[src/rtl/vga_console_writer.sv]
// vga_console_writer: text-console front end for the VGA character display.
// Accepts one byte at a time over valid/ready, keeps a cursor, and drives the
// character-memory write port for characters, backspace, line/row wrap with
// clear-on-entry, and form-feed full-screen clear.
module vga_console_writer #(
  parameter int COLS           = 80,
  parameter int ROWS           = 30,
  parameter int CLEAR_ON_RESET = 1
) (
  input  logic        clk,
  input  logic        rst,
  input  logic        in_valid,
  input  logic [7:0]  in_data,
  output logic        in_ready,
  output logic        char_we,
  output logic [11:0] char_addr,
  output logic [31:0] char_value,
  output logic [4:0]  cursor_row,
  output logic [6:0]  cursor_col,
  output logic        busy
);

  localparam logic [6:0] LAST_COL = 7'(COLS - 1);
  localparam logic [4:0] LAST_ROW = 5'(ROWS - 1);
  localparam logic [7:0] NCOLS    = 8'(COLS);

  localparam logic [7:0] CH_BS  = 8'h08;
  localparam logic [7:0] CH_LF  = 8'h0A;
  localparam logic [7:0] CH_FF  = 8'h0C;
  localparam logic [7:0] CH_CR  = 8'h0D;
  localparam logic [6:0] BLANK  = 7'h20;

  typedef enum logic [1:0] {IDLE, PROC, CLRROW, CLRALL} state_t;

  state_t      state_reg;
  logic [4:0]  row_reg;       // committed cursor, visible while idle
  logic [6:0]  col_reg;
  logic [4:0]  pend_row_reg;  // cursor to commit when returning to IDLE
  logic [6:0]  pend_col_reg;
  logic        adv_reg;       // printable at last column: row clear follows
  logic [4:0]  clr_row_reg;   // clear walker position
  logic [7:0]  clr_col_reg;   // next column to clear; reaches COLS when a row is done
  logic        we_reg;
  logic [11:0] addr_reg;
  logic [6:0]  ascii_reg;

  logic [4:0]  adv_row;
  logic        is_print;

  // Row that a line advance lands on, and printable-range decode of the input.
  assign adv_row  = (row_reg == LAST_ROW) ? 5'd0 : row_reg + 5'd1;
  assign is_print = (in_data >= 8'h20) && (in_data <= 8'h7E);

  assign in_ready   = (state_reg == IDLE);
  assign busy       = (state_reg != IDLE);
  assign char_we    = we_reg;
  assign char_addr  = addr_reg;
  assign char_value = {25'h0, ascii_reg};
  assign cursor_row = row_reg;
  assign cursor_col = col_reg;

  // Control FSM; the write port is registered so each cycle shows the write for that cycle.
  always_ff @(posedge clk) begin
    if (!rst) begin
      state_reg    <= (CLEAR_ON_RESET != 0) ? CLRALL : IDLE;
      row_reg      <= 5'd0;
      col_reg      <= 7'd0;
      pend_row_reg <= 5'd0;
      pend_col_reg <= 7'd0;
      adv_reg      <= 1'b0;
      clr_row_reg  <= 5'd0;
      clr_col_reg  <= 8'd0;
      we_reg       <= 1'b0;
      addr_reg     <= 12'd0;
      ascii_reg    <= 7'd0;
    end else begin
      we_reg <= 1'b0;
      case (state_reg)
        IDLE: begin
          if (in_valid) begin
            // Decode at acceptance so the resulting write appears in the very next cycle.
            state_reg    <= PROC;
            adv_reg      <= 1'b0;
            pend_row_reg <= row_reg;
            pend_col_reg <= col_reg;
            if (is_print) begin
              we_reg    <= 1'b1;
              addr_reg  <= {row_reg, col_reg};
              ascii_reg <= in_data[6:0];
              if (col_reg != LAST_COL) begin
                pend_col_reg <= col_reg + 7'd1;
              end else begin
                pend_col_reg <= 7'd0;
                pend_row_reg <= adv_row;
                adv_reg      <= 1'b1;
              end
            end else if (in_data == CH_LF) begin
              // Line feed skips PROC and starts clearing the new row immediately.
              state_reg    <= CLRROW;
              pend_col_reg <= 7'd0;
              pend_row_reg <= adv_row;
              we_reg       <= 1'b1;
              addr_reg     <= {adv_row, 7'd0};
              ascii_reg    <= BLANK;
              clr_col_reg  <= 8'd1;
            end else if (in_data == CH_CR) begin
              pend_col_reg <= 7'd0;
            end else if (in_data == CH_BS) begin
              if (col_reg != 7'd0) begin
                we_reg       <= 1'b1;
                addr_reg     <= {row_reg, col_reg - 7'd1};
                ascii_reg    <= BLANK;
                pend_col_reg <= col_reg - 7'd1;
              end
            end else if (in_data == CH_FF) begin
              state_reg   <= CLRALL;
              we_reg      <= 1'b1;
              addr_reg    <= 12'd0;
              ascii_reg   <= BLANK;
              clr_row_reg <= 5'd0;
              clr_col_reg <= 8'd1;
            end
          end
        end

        PROC: begin
          if (adv_reg) begin
            state_reg   <= CLRROW;
            we_reg      <= 1'b1;
            addr_reg    <= {pend_row_reg, 7'd0};
            ascii_reg   <= BLANK;
            clr_col_reg <= 8'd1;
          end else begin
            state_reg <= IDLE;
            row_reg   <= pend_row_reg;
            col_reg   <= pend_col_reg;
          end
        end

        CLRROW: begin
          if (clr_col_reg < NCOLS) begin
            we_reg      <= 1'b1;
            addr_reg    <= {pend_row_reg, clr_col_reg[6:0]};
            ascii_reg   <= BLANK;
            clr_col_reg <= clr_col_reg + 8'd1;
          end else begin
            state_reg <= IDLE;
            row_reg   <= pend_row_reg;
            col_reg   <= pend_col_reg;
          end
        end

        CLRALL: begin
          // Row-major walk; columns beyond COLS-1 are never touched.
          if (clr_col_reg < NCOLS) begin
            we_reg      <= 1'b1;
            addr_reg    <= {clr_row_reg, clr_col_reg[6:0]};
            ascii_reg   <= BLANK;
            clr_col_reg <= clr_col_reg + 8'd1;
          end else if (clr_row_reg != LAST_ROW) begin
            we_reg      <= 1'b1;
            addr_reg    <= {clr_row_reg + 5'd1, 7'd0};
            ascii_reg   <= BLANK;
            clr_row_reg <= clr_row_reg + 5'd1;
            clr_col_reg <= 8'd1;
          end else begin
            state_reg <= IDLE;
            row_reg   <= 5'd0;
            col_reg   <= 7'd0;
          end
        end

        default: state_reg <= IDLE;
      endcase
    end
  end

endmodule
[config.mk]
export PLATFORM = sky130hd
export DESIGN_NAME = vga_console_writer
export DESIGN_NICKNAME = d
export VERILOG_FILES = /design/src/rtl/vga_console_writer.sv
export SDC_FILE = /design/constraint.sdc
export NUM_CORES = 1
export LEC_CHECK = 0
export BUFFER_PORTS_ARGS = -buffer_cell sky130_fd_sc_hd__buf_2
export CAP_MARGIN = 15
export CORE_MARGIN = 1.5
export CORE_UTILIZATION = 56
export DETAILED_ROUTE_END_ITERATION = 10
export HOLD_SLACK_MARGIN = 0.02
export PLACE_DENSITY = 0.89
export SKIP_LAST_GASP = 1
export SLEW_MARGIN = 0
export SYNTH_ARGS = -nofsm -noshare
export SYNTH_HDL_FRONTEND = slang
export SYNTH_SLANG_ARGS = --single-unit
[constraint.sdc]
create_clock -name clk -period 5.7 [get_ports clk]
set_input_delay 0.57 -clock clk [delete_from_list [all_inputs] [get_ports clk]]
set_output_delay 0.57 -clock clk [all_outputs]
set_load 0.005 [all_outputs]
* Yosys cells after proc, flatten, opt, wreduce, memory -nomap -nowiden
Cells that the tools add are included.
Cells by class: mux-type cells 89, reductions and logical operators 12, add/subtract/negate cells 5, equality and inequality tests 30, magnitude comparators 3
Operators with widths (number):
- $mux W7 | 21
- $mux W12 | 11
- $mux W5 | 16
- $mux W8 | 10
- $pmux W12 S4 | 1
- $eq A8 B4 Y1 const B | 4
- $pmux W8 S4 | 1
- $pmux W7 S4 | 1
- $ne A2 B2 Y1 const B | 12
- $pmux W7 S3 | 1
- $mux W2 | 10
- $pmux W5 S3 | 1
- $mux W1 | 13
- $add A5 B1 Y5 const B | 2
- $pmux W5 S2 | 1
- $ne A3 B3 Y1 const B | 3
- $reduce_and A9 Y1 | 1
- $add A8 B1 Y8 const B | 1
- $ge A8 B6 Y1 const B | 1
- $le A8 B7 Y1 const B | 1
- $lt A8 B7 Y1 const B | 1
- $pmux W2 S4 | 1
- $reduce_and A8 Y1 | 1
- $add A7 B1 Y7 const B | 1
- 21 further kinds | 23
Storage, ports and cells: word-level logic and storage cells 150, register bits after elaboration 60, input bits 11, output and inout port bits 59

* Longest topological paths before layout
Gate-level depths: netlist (run 1).
word-level depth 8, depth in mapped cells 10, mapped depth without buffers 7

* Worst setup path before layout (run 1)
OpenSTA, ideal clock, no wires.
path type input-to-reg, start input port in_data[3], end register clr_row_reg[1], cell stages on the path 6, arrival time 2190 ps, library setup time 70 ps, path slack 3439 ps, cells stage by stage buf_2 or4b_4 nor3_4 a41oi_2 or4_1 a21oi_1
Between the ends: longest elaborated chain between the ends 4
RTL lines:
- start, declared | line 13 | input logic [7:0] in_data,
- $ge A8 B6 Y1 or $le A8 B7 Y1 (tied branches) | line 52 | assign is_print = (in_data >= 8'h20) && (in_data <= 8'h7E);
- $logic_and A1 B1 Y1 | line 52
- $ne A2 B2 Y1 (no source line)
- $reduce_and A9 Y1 (no source line) (*)
- end signal, assigned | line 164 | clr_row_reg <= clr_row_reg + 5'd1;
- end, declared | line 41 | logic [4:0] clr_row_reg;
Mark *: on every way between the ends. The rest lies on a longest branch, timed or not. A chain may end at the register's enable or synchronous reset.

* Worst setup path after layout (run 1)
start register state_reg[1], end register addr_reg[5] (netlist: char_addr[5])
Between the ends: longest elaborated chain between the ends 3
RTL lines:
- start, declared | line 35 | state_t state_reg;
- start signal, assigned | line 65 | state_reg <= (CLEAR_ON_RESET != 0) ? CLRALL : IDLE;
- $eq A2 B2 Y1 (tied with other cells) | line 78 | case (state_reg)
- $ne A3 B3 Y1 (no source line) (tied with other cells)
- $reduce_and A7 Y1 (no source line)
- end signal, assigned | line 88 | addr_reg <= {row_reg, col_reg};
- end signal, assigned | line 103 | addr_reg <= {adv_row, 7'd0};
- end signal, assigned | line 111 | addr_reg <= {row_reg, col_reg - 7'd1};
- end, declared | line 44 | logic [11:0] addr_reg;
Several ways; a longest one is shown, not always the timed one.

==> results of run 1 <==
==> worst min-delay path, cell delays in order, from the launching register on <==
cell and delay, ns:
sky130_fd_sc_hd__dfxtp_1 0.31, sky130_fd_sc_hd__nand3_1 0.06, sky130_fd_sc_hd__a21oi_1 0.05
==> cell usage after synthesis (2+ instances only) <==
cell type / number / share of area
sky130_fd_sc_hd__nor4b_1: 2 / 0.0045
sky130_fd_sc_hd__a21oi_1: 55 / 0.071
sky130_fd_sc_hd__a211oi_1: 2 / 0.0039
sky130_fd_sc_hd__o211ai_1: 9 / 0.017
sky130_fd_sc_hd__nor3_1: 22 / 0.028
sky130_fd_sc_hd__and4_1: 3 / 0.0068
sky130_fd_sc_hd__nand4_1: 6 / 0.0097
sky130_fd_sc_hd__o221ai_1: 6 / 0.014
sky130_fd_sc_hd__a311oi_1: 9 / 0.020
sky130_fd_sc_hd__nor3b_1: 2 / 0.0039
sky130_fd_sc_hd__dfxtp_1: 60 / 0.31
sky130_fd_sc_hd__and2_1: 3 / 0.0048
sky130_fd_sc_hd__a311oi_2: 2 / 0.0077
sky130_fd_sc_hd__mux2i_1: 9 / 0.023
sky130_fd_sc_hd__buf_2: 11 / 0.014
sky130_fd_sc_hd__nand2b_1: 3 / 0.0048
sky130_fd_sc_hd__a22oi_1: 8 / 0.015
sky130_fd_sc_hd__nor2b_1: 4 / 0.0064
sky130_fd_sc_hd__o21ai_0: 29 / 0.037
sky130_fd_sc_hd__a211o_1: 3 / 0.0068
sky130_fd_sc_hd__a31o_2: 3 / 0.0068
sky130_fd_sc_hd__inv_1: 14 / 0.014
sky130_fd_sc_hd__xor2_1: 4 / 0.0090
sky130_fd_sc_hd__nand3_1: 30 / 0.039
sky130_fd_sc_hd__ha_1: 8 / 0.026
sky130_fd_sc_hd__buf_4: 27 / 0.052
sky130_fd_sc_hd__or3_1: 3 / 0.0048
sky130_fd_sc_hd__nor4_1: 2 / 0.0032
sky130_fd_sc_hd__or4_1: 2 / 0.0039
sky130_fd_sc_hd__xnor2_1: 5 / 0.011
sky130_fd_sc_hd__a41oi_1: 5 / 0.011
sky130_fd_sc_hd__clkbuf_1: 27 / 0.026
sky130_fd_sc_hd__o21ai_1: 2 / 0.0026
sky130_fd_sc_hd__a41o_1: 2 / 0.0052
sky130_fd_sc_hd__nand3b_1: 4 / 0.0077
sky130_fd_sc_hd__o311ai_0: 2 / 0.0045
sky130_fd_sc_hd__and3_1: 11 / 0.018
sky130_fd_sc_hd__o31ai_1: 3 / 0.0058
sky130_fd_sc_hd__nor2_1: 23 / 0.022
sky130_fd_sc_hd__nand2_1: 36 / 0.035
sky130_fd_sc_hd__nor4b_2: 2 / 0.0077
sky130_fd_sc_hd__o22a_1: 3 / 0.0068
sky130_fd_sc_hd__a31oi_1: 2 / 0.0032
==> cells in the final DEF (no fill, tap or decap), types with 5 or more instances in the layout <==
cell type                  instances
sky130_fd_sc_hd__nor3_1           22
sky130_fd_sc_hd__mux2i_1           9
sky130_fd_sc_hd__buf_2            44
sky130_fd_sc_hd__xnor2_1           5
sky130_fd_sc_hd__nor2_1           23
sky130_fd_sc_hd__and3_1           11
sky130_fd_sc_hd__inv_1            14
sky130_fd_sc_hd__ha_1              8
sky130_fd_sc_hd__a22oi_1           8
sky130_fd_sc_hd__nand4_1           6
sky130_fd_sc_hd__o21ai_0          29
sky130_fd_sc_hd__a21oi_1          55
sky130_fd_sc_hd__dfxtp_1          60
sky130_fd_sc_hd__nand3_1          30
sky130_fd_sc_hd__a311oi_1          9
sky130_fd_sc_hd__o211ai_1          9
sky130_fd_sc_hd__clkbuf_8         10
sky130_fd_sc_hd__a41oi_1           5
sky130_fd_sc_hd__o221ai_1          6
sky130_fd_sc_hd__conb_1           25
sky130_fd_sc_hd__nand2_1          36
==> power groups by stage <==
stage | Sequential (mW) | Combinational [mW] | Clock, mW
after global placement | 0.435 | 0.0449 | 0
after detailed placement | 0.436 | 0.0465 | 0
after global routing | 0.427 | 0.0527 | 0.451
after floorplan | 0.435 | 0.0443 | 0
final | 0.426 | 0.0477 | 0.431
after CTS | 0.426 | 0.0466 | 0.433
==> metal layers <==
layer,up-vias,track usage,routed length [microns]
met4,0,0.1334,282
li1,1812,-,-
met5,-,0,0
met2,197,0.4696,5059
met1,1830,0.4154,4716
met3,32,0.04000,787
==> through the flow <==
| stage | cell area [sq um] | hold WS [ns] |
|---|---|---|
| 2_1_floorplan | 3975 | 0.4448 |
| 3_3_place_gp | 3935 | 0.4524 |
| 3_5_place_dp | 3935 | 0.4630 |
| 4_1_cts | 4151 | 0.4713 |
| 5_1_grt | 4151 | 0.4854 |
| 6_report | 4151 | 0.4683 |
==> cells by family after synthesis <==
group                      after synthesis
AOI/OAI and AO/OA                      159
and+or+nand+nor                        165
buffers and inverters                   82
other                                    1
DFF                                     60
xor gates and xnor gates                 9
muxes                                    9
adders and majority gates                8
==> worst max path at each step <==
stage / cells after the start / from / slack [ns] / to
floorplan: 6 / in_data[3] / 3.44 / clr_row_reg[1]
global placement: 6 / state_reg[1] / 2.78 / char_addr[9]
detailed placement: 6 / state_reg[1] / 2.62 / char_addr[6]
CTS: 6 / state_reg[1] / 2.54 / char_addr[5]
global route: 6 / state_reg[1] / 2.24 / char_addr[5]
finish: 6 / state_reg[1] / 2.41 / char_addr[5]
==> final cells by class <==
cell class                 instances  share of cell area
clock buffer                      11             0.03406
timing repair buffer              45             0.05485
multi-input combinational        375              0.5660
clock inverter                     5             0.01808
tap                               80             0.02411
sequential                        60              0.2893
inverter                          15             0.01356
==> flow_summary.ini, run 1 <==
[sta]
finalHoldViolCount = 0
final_period_minus_worst_setup_slack_ns = 3.287
rsz_0062_raised_after_global_routing = no
maxSlewViolCount = 0
tns_ns = 0
max_freq_ghz = 0.3043
final.setup_skew_ns = 0.01071
timing.final.crit_share = 0.5766
worst_slew_pin_slew_ns = 1.195
final_setup_margin_ns = 2.413
setup_viol = 0
maxSlewHeadroom = 0.2016

[synth]
postSynthCellCount = 493
synth_area_per_cell_sq_um = 7.880
synth_adder_area_share = 0.02576
muxShareOfSynthArea = 0.02319
synth_enable_flop_cells = 0
post_synth_and_or_nand_nor_area_fraction = 0.2283
synth-compound-area-share = 0.2815
yosysSeqAreaShare = 0.3092
synth_xor_area_frac = 0.02029
synth_top_family_by_area = compound AO/OA/AOI/OAI gates
synth_cell_type_count = 68
synth_area_sq_um = 3885
async_flop_share = 0
synth-seq-cells = 60
yosys_warnings = 0
synthFlopType = sky130_fd_sc_hd__dfxtp_1

[pwr]
power.density_nw_per_um2 = 217.9
pwr-share-clk = 0.476
switching_power_as_a_share_of_total_power = 0.2340
internal_mw = 0.6930
p_sw_mw = 0.2117
sequential_power_share = 0.471
p_leak_nw = 1.588
power.share.combinational = 0.053
fin_total_pwr_mw = 0.9047
maximum_resistive_drop_on_vdd_uv = 118.4

[floorplan]
chipHeight_microns = 86.29
die_area_sq_um = 7446
floorplan.initialDensity = 0.5750
core_area_sq_um = 6756
rows = 30
chipWidth_microns = 86.29
floorplan.io_pins = 70

[clocking]
clock_sinks = 60
tritoncts.num_buffers = 9
cts.root.buffer_cell = sky130_fd_sc_hd__clkbuf_8
clk_pin_slew_ns = 0.07
insertion_delay_of_the_later_clocked_pin_in_the_worst_skew_pair_ns = 0.35
tritoncts = done
post_cts.resized_instances = 0
postCtsSetupBuffers = 0
cts_buffer_depth = 2
cts_hold_repair.buffers = 0
level_count_of_the_clock_h_tree = 3

[finish]
area_delta_synth_final_pct = 6.860
share_of_post_route_cells_with_drive_strength_above_1 = 0.1487
antenna-diode-count = 0
multiInputGateArea_sq_um = 2350
seqCellArea_sq_um = 1201
largest_register_ffs = 12
final_util = 0.6144
layoutNonFillerInstCount = 591
filler_cell_count = 617
finalNetCount = 525

[drt]
totalWireLength_microns = 10850
drt_first_iter_violations = 431
drc_errors = 0
antenna_violating_nets_post_route = 0
routed_via_density = 6.550
detailroute.via_count = 3871
post_drt_wl_per_cell_microns = 18.35
drt_first_pass_iters = 5

[hold_path]
min_from = ascii_reg[0]
min-delay-path-class = flop to flop
hold_path_depth = 2
min_to = ascii_reg[0]

[worst_setup_path]
worstPathCellList = or2_1 -> inv_1 -> and2_1 -> and4_1 -> nor3_1 -> a311oi_1
critical_path_endpoint_category = flop
cp_num_buf_inv = 1
setup.worst_path.start_class = flop
worstPathMaxFanout = 25
regToRegStartpoint = state_reg[1]
crit_arrival_ns = 3.52
critPathTopFamily = simple AND/OR/NAND/NOR gates
r2r-end = char_addr[5]
largest_stage_delay_worst_path_ns = 0.77
reg2reg_depth = 6
critical_path.slowest_cell = sky130_fd_sc_hd__and4_1
worst_ep_required_time_ns = 5.94
path_class = flop to flop
worst-r2r-setup-slack_ns = 2.41

[place]
placement.io_buffers = 44
dp_hpwl_microns = 7607
dp_slack_ns = 2.617
gp_routability_congestion = 0.9567
place_inst = 575

[grt]
gr-total-overflow = 0
number_of_antenna_violations_at_the_first_check_in_global_routing = 0
grt_pass1_vias = 3471
grt_pass1_wl_microns = 17600
global_route.usage.total = 0.3005
grt_start_max_net_pins = 44

[status]
status = finished clean

[run]
drv_cap = 0
No activity file was read; power rests on OpenSTA's default activity.
==> inputs of run 2 (changes only) <==
==> constraint.sdc (replaced) <==
create_clock -name clk -period 3.4 [get_ports clk]
set_input_delay 0.34 -clock clk [delete_from_list [all_inputs] [get_ports clk]]
set_output_delay 0.34 -clock clk [all_outputs]
set_load 0.005 [all_outputs]
==> run 2 against run 1 <==
Compared with the run above:
- critical path depth is the same
- non-clock buffer count up 5
- cell count is 0.68% higher
- first-iteration DRC count shrank 16%
- critical endpoint is now char_addr[1]
==> flow_summary.ini, run 2 (synthesized netlist as in run 1, its figures left out) <==
[place]
placement.io_buffers = 44
dp_hpwl_microns = 7630
place_inst = 580
place_area_sq_um = 3973
gp_routability_congestion = 1.032
dp_slack_ns = 0.8273

[floorplan]
chipHeight_microns = 86.29
rows = 30
core_area_sq_um = 6756
floorplan.io_pins = 70
chipWidth_microns = 86.29
die_area_sq_um = 7446
floorplan.initialDensity = 0.5750

[drt]
totalWireLength_microns = 10750
routed_via_density = 6.509
detailroute.via_count = 3873
post_drt_wl_per_cell_microns = 18.07
drt_first_pass_iters = 7
drc_errors = 0
antenna_violating_nets_post_route = 0
drt_first_iter_violations = 362

[grt]
grt_pass1_vias = 3476
number_of_antenna_violations_at_the_first_check_in_global_routing = 0
grt_start_max_net_pins = 23
global_route.usage.total = 0.2976
gr-total-overflow = 0
grt_pass1_wl_microns = 17460

[sta]
setup_viol = 0
final_period_minus_worst_setup_slack_ns = 2.662
finalHoldViolCount = 0
maxSlewHeadroom = 0.4495
timing.final.crit_share = 0.7829
final.setup_skew_ns = 0.008265
max_freq_ghz = 0.3757
final.hold.worst_slack_ns = 0.3708
worst_slew_pin_slew_ns = 0.8240
tns_ns = 0
final_setup_margin_ns = 0.7380
rsz_0062_raised_after_global_routing = no
maxSlewViolCount = 0

[worst_setup_path]
critical_path_endpoint_category = flop
worst_ep_required_time_ns = 3.63
setup.worst_path.start_class = flop
crit_arrival_ns = 2.89
path_class = flop to flop
worstPathMaxFanout = 13

[finish]
top_library_cells_by_usage_in_the_layout_fill_and_taps_aside = sky130_fd_sc_hd__dfxtp_1 (60), sky130_fd_sc_hd__a21oi_1 (55), sky130_fd_sc_hd__buf_2 (44)
layoutNonFillerInstCount = 595
most_common_cell_after_layout_fill_and_taps_aside = sky130_fd_sc_hd__dfxtp_1
largest_register_ffs = 12
share_of_post_route_cells_with_drive_strength_above_1 = 0.1515
layout.cell_area.non_filler_sq_um = 4156
antenna-diode-count = 0
area_delta_synth_final_pct = 6.989
finalNetCount = 530
final_util = 0.6152

[clocking]
cts.root.buffer_cell = sky130_fd_sc_hd__clkbuf_8
postCtsSetupBuffers = 0
cts_hold_repair.buffers = 0
tritoncts = done
post_cts.resized_instances = 0
level_count_of_the_clock_h_tree = 3
tritoncts.num_buffers = 9
clk_pin_slew_ns = 0.07
cts_buffer_depth = 2
insertion_delay_of_the_later_clocked_pin_in_the_worst_skew_pair_ns = 0.35
clock_sinks = 60

[pwr]
power.density_nw_per_um2 = 342.6
fin_total_pwr_mw = 1.424
p_leak_nw = 1.595
maximum_resistive_drop_on_vdd_uv = 257.0

[hold_path]
min-delay-path-class = input pin to flop

[run]
drv_cap = 0

[status]
status = finished clean
## run 2: changes by cell type in the layout (fill, tap and decap cells not counted)
| cell | before | now |
|---|---|---|
| sky130_fd_sc_hd__clkinv_2 | 3 | 1 |
| sky130_fd_sc_hd__bufinv_16 | 2 | 1 |
| sky130_fd_sc_hd__buf_4 | 1 | 6 |
| sky130_fd_sc_hd__clkbuf_1 | 1 | 3 |
## run 2: final timing paths
kind,depth (start not counted),slack [ns],start,to
worst min-delay path,2,0.37,rst,state_reg[0]
worst max-delay path,6,0.74,state_reg[1],char_addr[1]
worst min register to register,2,0.46,pend_col_reg[0],cursor_col[0]
worst max register to register,6,0.74,state_reg[1],char_addr[1]
## run 2: per-layer routing
| layer | global-route usage | routed length (microns) |
|---|---|---|
| met1 | 0.4107 | 4768 |
| met2 | 0.4653 | 4855 |
| met3 | 0.06190 | 863 |
| met4 | 0.09971 | 263 |
| met5 | 0 | 0 |
## run 2: final cells by class
| cell class | instances | area [sq um] |
|---|---|---|
| clock buffer | 13 | 148.9 |
| clock inverter | 2 | 35.03 |
| fill | 616 | 2600 |
| inverter | 15 | 56.30 |
| multi-input combinational | 375 | 2350 |
| sequential | 60 | 1201 |
| tap | 80 | 100.1 |
| timing repair buffer | 50 | 265.3 |
## run 2: worst max-delay path, stage by stage, from the launching register on
cell and delay, ns:
sky130_fd_sc_hd__dfxtp_1 0.48, sky130_fd_sc_hd__or2_1 0.45, sky130_fd_sc_hd__inv_1 0.28, sky130_fd_sc_hd__and2_1 0.30
sky130_fd_sc_hd__a211oi_4 0.42, sky130_fd_sc_hd__nand2_2 0.29, sky130_fd_sc_hd__a311oi_1 0.32
## run 2: report_power, final
group	leakage (nW)	total, mW	switching, mW	internal [mW]
clock network	0.0935	0.629	0.275	0.354
registers	0.485	0.715	0.00546	0.709
logic	1.02	0.0803	0.0561	0.0242
total	1.59	1.42	0.336	1.09
